--- src/rtl/rom_arbiter_pkg.sv ---
// Shared definitions for the program-ROM arbiter: port identifiers,
// arbitration mode encodings, pipeline tag type and small helpers.
package rom_arbiter_pkg;

  // Port identifiers used as the owner field of a pipeline tag
  localparam logic PORT_A = 1'b0;
  localparam logic PORT_B = 1'b1;

  // Arbitration policy encodings
  localparam int unsigned MODE_RR    = 32'd0;
  localparam int unsigned MODE_FIXED = 32'd1;

  // Starvation-guard wait counter saturates here
  localparam logic [3:0] WAIT_SAT = 4'd15;

  // One in-flight ROM access: did a grant happen, and for which port
  typedef struct packed {
    logic valid;
    logic owner;
  } tag_t;

  // Saturating increment for the 4-bit wait counter
  function automatic logic [3:0] sat_inc4(input logic [3:0] v);
    logic [3:0] r;
    if (v == WAIT_SAT) begin
      r = v;
    end else begin
      r = v + 4'd1;
    end
    return r;
  endfunction

endpackage

--- src/rtl/rom_arb_core.sv ---
// Pure grant logic for the two ROM requesters: round-robin pointer,
// fixed-priority starvation guard and the combinational grant decision.
module rom_arb_core
  import rom_arbiter_pkg::*;
#(
  parameter int unsigned MODE     = MODE_RR,
  parameter int unsigned MAX_WAIT = 32'd4
) (
  input  logic clk,
  input  logic reset_b,
  input  logic a_req,
  input  logic b_req,
  output logic a_gnt,
  output logic b_gnt,
  output logic gnt_valid,
  output logic owner
);

  localparam logic [3:0] MAX_WAIT_C = 4'(MAX_WAIT);

  logic       rr_ptr_r;     // port favoured on the next contention
  logic [3:0] wait_cnt_r;   // cycles port B has been refused in a row
  logic       rr_ptr_s;
  logic [3:0] wait_cnt_s;
  logic       a_gnt_s;
  logic       b_gnt_s;

  // Grant decision: at most one grant, never without the matching request
  always_comb begin
    a_gnt_s = 1'b0;
    b_gnt_s = 1'b0;
    if (MODE == MODE_FIXED) begin
      if (b_req && (wait_cnt_r >= MAX_WAIT_C)) begin
        b_gnt_s = 1'b1;
      end else if (a_req) begin
        a_gnt_s = 1'b1;
      end else if (b_req) begin
        b_gnt_s = 1'b1;
      end else begin
        a_gnt_s = 1'b0;
      end
    end else begin
      if (a_req && b_req) begin
        if (rr_ptr_r == PORT_B) begin
          b_gnt_s = 1'b1;
        end else begin
          a_gnt_s = 1'b1;
        end
      end else if (a_req) begin
        a_gnt_s = 1'b1;
      end else if (b_req) begin
        b_gnt_s = 1'b1;
      end else begin
        a_gnt_s = 1'b0;
      end
    end
  end

  // Next pointer and wait count; both hold when nobody is requesting
  always_comb begin
    rr_ptr_s   = rr_ptr_r;
    wait_cnt_s = wait_cnt_r;
    if (a_gnt_s) begin
      rr_ptr_s = PORT_B;
    end else if (b_gnt_s) begin
      rr_ptr_s = PORT_A;
    end else begin
      rr_ptr_s = rr_ptr_r;
    end
    if (MODE != MODE_FIXED) begin
      wait_cnt_s = 4'd0;
    end else if (b_req && !b_gnt_s) begin
      wait_cnt_s = sat_inc4(wait_cnt_r);
    end else if (b_gnt_s || a_req) begin
      wait_cnt_s = 4'd0;
    end else begin
      wait_cnt_s = wait_cnt_r;
    end
  end

  // Arbiter state register
  always_ff @(posedge clk or negedge reset_b) begin
    if (!reset_b) begin
      rr_ptr_r   <= PORT_A;
      wait_cnt_r <= 4'd0;
    end else begin
      rr_ptr_r   <= rr_ptr_s;
      wait_cnt_r <= wait_cnt_s;
    end
  end

  assign a_gnt     = a_gnt_s;
  assign b_gnt     = b_gnt_s;
  assign gnt_valid = a_gnt_s | b_gnt_s;
  assign owner     = b_gnt_s ? PORT_B : PORT_A;

endmodule

--- src/rtl/rom_arbiter.sv ---
// Shares the single-port program ROM between instruction fetch (A) and
// data/constant load (B). Drives the ROM address for the granted port and
// follows each access through the ROM's registered-address latency with a
// two-stage tag pipeline, returning registered data plus a valid strobe.
module rom_arbiter
  import rom_arbiter_pkg::*;
#(
  parameter int unsigned MODE     = MODE_RR,
  parameter int unsigned MAX_WAIT = 32'd4,
  parameter int unsigned AW       = 32'd10,
  parameter int unsigned DW       = 32'd32
) (
  input  logic          clk,
  input  logic          reset_b,
  input  logic          a_req,
  input  logic [AW-1:0] a_addr,
  output logic          a_gnt,
  output logic          a_rvalid,
  output logic [DW-1:0] a_rdata,
  input  logic          b_req,
  input  logic [AW-1:0] b_addr,
  output logic          b_gnt,
  output logic          b_rvalid,
  output logic [DW-1:0] b_rdata,
  output logic [AW-1:0] rom_address,
  input  logic [DW-1:0] rom_dout
);

  logic          a_gnt_s;
  logic          b_gnt_s;
  logic          gnt_valid_s;
  logic          owner_s;
  tag_t          tag_s1_r;     // access whose data appears on rom_dout now
  logic          a_rvalid_r;
  logic          b_rvalid_r;
  logic [DW-1:0] a_rdata_r;
  logic [DW-1:0] b_rdata_r;

  rom_arb_core #(
    .MODE     (MODE),
    .MAX_WAIT (MAX_WAIT)
  ) u_core (
    .clk       (clk),
    .reset_b   (reset_b),
    .a_req     (a_req),
    .b_req     (b_req),
    .a_gnt     (a_gnt_s),
    .b_gnt     (b_gnt_s),
    .gnt_valid (gnt_valid_s),
    .owner     (owner_s)
  );

  // With no grant the A address is presented; that read is never tagged valid
  assign rom_address = b_gnt_s ? b_addr : a_addr;
  assign a_gnt       = a_gnt_s;
  assign b_gnt       = b_gnt_s;

  // Stage 1: record this cycle's grant alongside the address the ROM latches
  always_ff @(posedge clk or negedge reset_b) begin
    if (!reset_b) begin
      tag_s1_r <= '0;
    end else begin
      tag_s1_r <= '{valid: gnt_valid_s, owner: owner_s};
    end
  end

  // Stage 2: steer rom_dout to the owning port; data holds between strobes
  always_ff @(posedge clk or negedge reset_b) begin
    if (!reset_b) begin
      a_rvalid_r <= 1'b0;
      b_rvalid_r <= 1'b0;
      a_rdata_r  <= '0;
      b_rdata_r  <= '0;
    end else begin
      a_rvalid_r <= tag_s1_r.valid && (tag_s1_r.owner == PORT_A);
      b_rvalid_r <= tag_s1_r.valid && (tag_s1_r.owner == PORT_B);
      if (tag_s1_r.valid && (tag_s1_r.owner == PORT_A)) begin
        a_rdata_r <= rom_dout;
      end else begin
        a_rdata_r <= a_rdata_r;
      end
      if (tag_s1_r.valid && (tag_s1_r.owner == PORT_B)) begin
        b_rdata_r <= rom_dout;
      end else begin
        b_rdata_r <= b_rdata_r;
      end
    end
  end

  assign a_rvalid = a_rvalid_r;
  assign b_rvalid = b_rvalid_r;
  assign a_rdata  = a_rdata_r;
  assign b_rdata  = b_rdata_r;

endmodule

--- config.mk ---
export PLATFORM = sky130hd
export DESIGN_NAME = rom_arbiter
export DESIGN_NICKNAME = d
export VERILOG_FILES = /design/src/rtl/rom_arbiter_pkg.sv /design/src/rtl/rom_arb_core.sv /design/src/rtl/rom_arbiter.sv
export SDC_FILE = /design/constraint.sdc
export NUM_CORES = 1
export LEC_CHECK = 0
export CORE_MARGIN = 10
export CORE_UTILIZATION = 41
export DETAILED_ROUTE_END_ITERATION = 10
export PLACE_DENSITY = 0.91
export SLEW_MARGIN = 20
export SYNTH_ARGS = -nofsm -noshare
export SYNTH_HDL_FRONTEND = slang
export SYNTH_SLANG_ARGS = --single-unit
--- constraint.sdc ---
create_clock -name clk -period 1.7 [get_ports clk]
set_input_delay 0.17 -clock clk [delete_from_list [all_inputs] [get_ports clk]]
set_output_delay 0.17 -clock clk [all_outputs]
set_load 0.005 [all_outputs]
==> out/qor.yml, run 1 <==
overflow: 0
synth_area_sq_um: 2840
final.fill_count: 461
skew_ns: 0.00771
placementRows: 30
post_drt_wl_per_cell_um: 18.9
final_cell_mix: "clkdlybuf4s50_1, dfrtp_1, mux2_4, mux2_2, buf_6"
period_minus_slack_ns: 1.74
h-tree-depth: 3
fin_util: 0.672
drc: 0
dp.cells: 376
floorplan.initialDensity: 0.421
track_usage: 0.147
setup_violations: 7
place.gp.congestion: 0.692
ys_ff_latch: 69
antenna_found_initial: 0
final-seq-area_sq_um: 1730
synth.avg_cell_area_sq_um: 17.5
grt_max_degree: 70
coreArea_sq_um: 6760
reg2regPathDepth: 3
ir_drop_uv: 560
dieArea_sq_um: 10700
dp.final_hpwl_um: 5710
ys.warnings.count: 0
maxSlewViolCount: 0
fmax_ghz: 0.575
failed_checks: "setup timing"
cts_tree: "built"
cts_made_buffers: 9
fin_ws_ns: -0.0395
synth.distinct_cells: 13
slew_headroom: 0.759
syn-num-nets: 218
r2r_end: "a_rdata[31]"
clock_latency_ns: 0.34
ios: 134
stdcell_count: 399
rsz0062_at_grt: "true"
grt_pass1_wl_um: 11800
multi_input_area_sq_um: 1030
crit_fanout: 4
firstDrtPassIters: 4
hold_violations: 0
final_nets: 370
cp-end-kind: "output port"
synth_top_area_frac: 0.608
synth_top_area_cell: "dfrtp_1"
fin_tns_setup_ns: -0.176
tightest_slew_ns: 0.362
vias: 1916
drive_above_1_share: 0.379
antenna_cells: 0
syn_inst: 162
period_share: 1.02
drt_wl_total_um: 7550
vias_per_cell: 4.80
grt_pass1_vias: 2185
r2r_slack_ns: 0.40
cts.path.max_buffers: 2
path_clk_slew_ns: 0.08
drtIter0Drc: 27
cp.required_ns: 1.53
root_buffer: "clkbuf_8"
die_h_um: 103
r2r-start: "tag_s1_r[1]"
worstSetupStartpointType: "register"
outcome: "finished, violations left"
hold_path_class: "in -> async"
arrival_ns: 1.57
synth_area_leaders: "dfrtp_1, mux2_2, mux2_4"
ant_nets: 0
io_buffers: 133
worstSetupPathType: "reg -> out"
cap_violations: 0
powerDensity_nw_per_um2: 1010
die-width_um: 103
layout_commonest_cell: "clkdlybuf4s50_1"
total_power_mw: 4.61
area_delta_synth_final_pct: 59.9
numClockSinks: 69
place_ws_ns: -0.334
ys_seq_area_frac: 0.608
power_leakage_nw: 2.05
## registers in the layout (all words and copies together) (netlist names)
name	cells
a_rdata	32
b_rdata	32
tag_s1_r	2
a_rvalid	1
b_rvalid	1
u_core.rr_ptr_r	1
## worst max-delay path by stage
| stage | startpoint | endpoint | depth (start not counted) |
|---|---|---|---|
| CTS | u_core.rr_ptr_r | rom_address[0] | 5 |
| detailed placement | a_req | rom_address[0] | 6 |
| floorplan | u_core.rr_ptr_r | rom_address[0] | 3 |
| global route | u_core.rr_ptr_r | rom_address[7] | 5 |
| finish | u_core.rr_ptr_r | rom_address[7] | 5 |
| global placement | a_req | rom_address[1] | 6 |
## synthesized netlist by cell type
cell type	n
o21ai_1	1
buf_4	1
dfrtp_1	69
mux2_2	45
inv_1	4
buf_6	4
nand2b_4	1
a21oi_1	2
buf_12	3
nor2_1	1
or2_2	1
mux2_4	29
nand2_2	1
## through the flow
stage | hold WS (ns) | area, sq um
5_1_grt | 0.390 | 4540
6_report | 0.372 | 4540
4_1_cts | 0.381 | 4510
2_1_floorplan | -0.126 | 2840
3_5_place_dp | 0.224 | 4250
3_3_place_gp | 0.218 | 4250
## what timing repair did
item / 4_1_cts / 5_1_grt
pin swaps: 1 / 0
gates resized for setup: 67 / 6
hold endpoints to repair: 69 / 0
cloned: 1 / 0
buffers inserted: 5 / 0
hold buffers: 1 / 0
endpoints found under the setup margin: 11 / 10
## cells by family after synthesis
logic type / Yosys count / share of synthesized area
multiplexers: 74 / 0.332
AO/OA/AOI/OAI: 3 / 0.00528
flip-flops: 69 / 0.608
AND/OR/NAND/NOR: 4 / 0.0106
buffers and inverters: 12 / 0.0449
## power breakdown
group          internal, mW  switching [mW]  total, mW
clock network         0.536           0.631       1.17
registers              1.91           0.146       2.06
logic                 0.972           0.410       1.38
## layout make-up
class	count	share of cell area
tap	80	0.0220
clock buffer	9	0.0273
clock inverter	7	0.0110
inverter	4	0.00330
timing repair buffer	149	0.330
multi-input combinational	81	0.226
sequential	69	0.380
## routing by layer
layer  part of all wire  track usage  up-vias
met1               0.38        0.154      932
met4              0.011       0.0545        0
met2               0.47        0.230       98
met5                  0            0        -
li1                   -            -      875
met3               0.14       0.0977       11
## worst max-delay path: stages (launching register included)
cell,delay [ns]
dfrtp_1,0.40
o21ai_2,0.17
buf_6,0.13
buf_6,0.11
mux2_4,0.31
buf_6,0.12
No activity file was read; power rests on OpenSTA's default activity.
==> inputs of run 2 (changes only) <==
clock period = 2.21 ns   (was 1.7 ns; I/O delays follow)
==> out/qor.yml, run 2 (synthesized netlist as in run 1, its figures left out) <==
drc: 0  # unchanged
layout_commonest_cell: "clkdlybuf4s50_1"
final_cell_mix: "clkdlybuf4s50_1, dfrtp_1, mux2_2, mux2_4, clkbuf_8"
grt_max_degree: 36  # -49%
fin_tns_setup_ns: 0  # +0.176 ns
crit_slowest_cell: "clkdlybuf4s50_1"
outcome: "completed"
hold_path_class: "reg -> reg"
die_h_um: 103  # unchanged
drive_above_1_share: 0.309  # -0.0699
drt_wl_total_um: 7290  # -3.3%
slew_headroom: 0.475  # -0.284
ios: 134  # unchanged
final_nets: 358  # -3.2%
powerDensity_nw_per_um2: 804  # -21%
drtIter0Drc: 32  # +19%
crit_fanout: 10  # +6
placementRows: 30  # unchanged
cts_made_buffers: 9  # unchanged
cp_cell_sequence: "clkdlybuf4s50_1 -> inv_1 -> o21ai_2 -> buf_6 -> mux2_2 -> clkdlybuf4s50_1"
dp.final_hpwl_um: 5640  # -1.3%
clock_latency_ns: 0.33  # about the same
cp-end-kind: "output port"
max_stage_delay_ns: 0.50  # +0.10 ns
hold_violations: 0  # unchanged
total_power_mw: 3.56  # -23%
cap_violations: 0  # unchanged
cts_tree: "built"
io_buffers: 133  # unchanged
worstSetupPathType: "in -> out"
overflow: 0  # unchanged
cts.path.max_buffers: 2  # unchanged
ir_drop_uv: 433  # -23%
antenna_found_initial: 0  # unchanged
numClockSinks: 69  # unchanged
place.gp.congestion: 0.720  # +4.0%
floorplan.initialDensity: 0.421  # unchanged
period_share: 0.972
final.fill_count: 486  # +5.4%
tightest_slew_ns: 0.788  # +0.426 ns
period_minus_slack_ns: 2.15
root_buffer: "clkbuf_8"
hold_slack_ns: 0.504  # +0.133 ns
grt_pass1_wl_um: 11200  # -4.7%
track_usage: 0.140  # -0.00676
firstDrtPassIters: 3  # -1
dieArea_sq_um: 10700  # unchanged
cts_setup_buffers: 0  # -5
die-width_um: 103  # unchanged
ant_nets: 0  # unchanged
antenna_cells: 0  # unchanged
worstSetupStartpointType: "input pin"
post_drt_wl_per_cell_um: 18.8  # -0.34%
h-tree-depth: 3  # unchanged
maxSlewViolCount: 0  # unchanged
path_clk_slew_ns: 0.06  # -0.02 ns
setup_violations: 0  # -7
coreArea_sq_um: 6760  # unchanged
power_leakage_nw: 1.97  # -3.7%
vias_per_cell: 4.88  # +1.6%
path_delay_family: "buffers and inverters"
area_delta_synth_final_pct: 55.5
arrival_ns: 1.93  # +0.36 ns
cp_common_cell: "clkdlybuf4s50_1"
cp.required_ns: 1.99  # +0.46 ns
skew_ns: 0.00780  # +0.0000875 ns
fmax_ghz: 0.466
grt_pass1_vias: 2117  # -3.1%
cp.buffers_inverters: 4  # +1
vias: 1888  # -1.5%
[run 2: timing repair]
item,4_1_cts,5_1_grt
pin swaps,0,1
endpoints found under the hold margin,34,0
setup endpoints to repair,1,10
hold buffers,1,0
gates resized for setup,1,7
[run 2: area by class of cell]
cell class,count,area [sq um],area share
Sequential cell,69,1730,0.391
Timing Repair Buffer,137,1400,0.317
Multi-Input combinational cell,81,991,0.224
Clock buffer,12,135,0.0306
Tap cell,80,100,0.0227
Clock inverter,4,48.8,0.0110
Inverter,4,15.0,0.00340
[run 2: layer usage]
metal,part of all wire,global-route usage,vias to the layer above
li1,-,-,853
met1,0.36,0.139,930
met2,0.48,0.224,101
met3,0.15,0.108,4
met4,0.0055,0.0385,0
met5,0,0,-
[run 2: worst reg2reg max path, delay by kind of cell (launching register included)]
family | cells | cell delay [ns]
flops | 1 | 0.41
simple gates | 1 | 0.36
mux | 1 | 0.36
buf+inv | 1 | 0.23
[run 2: worst paths after layout]
kind / slack [ns] / cells past startpoint / endpoint / start
setup / recovery: 0.06 / 6 / rom_address[7] / a_req
min in group asynchronous: 0.51 / 2 / a_rdata[9] / reset_b
max in group asynchronous: 1.04 / 3 / b_rdata[20] / reset_b
hold reg to reg: 0.50 / 1 / b_rdata[18] / b_rdata[18]
hold / removal: 0.50 / 1 / b_rdata[18] / b_rdata[18]
setup reg to reg: 0.73 / 3 / b_rdata[19] / tag_s1_r[1]
[run 2: metrics by stage]
step           instance area [sq um]  std cells  setup slack (ns)  utilization
6_report                        4420        387            0.0623        0.654
5_1_grt                         4420        387          -0.00410        0.654
4_1_cts                         4400        387            0.0265        0.651
3_5_place_dp                    4200        370           0.00175        0.622
3_3_place_gp                    4200        370            0.0725        0.622
2_1_floorplan                   2840        162             0.906            -
[run 2: power by group]
part           internal, mW  switching, mW  total, mW
clock                 0.521          0.442      0.963
combinational         0.709          0.297       1.01
sequential             1.47          0.115       1.59
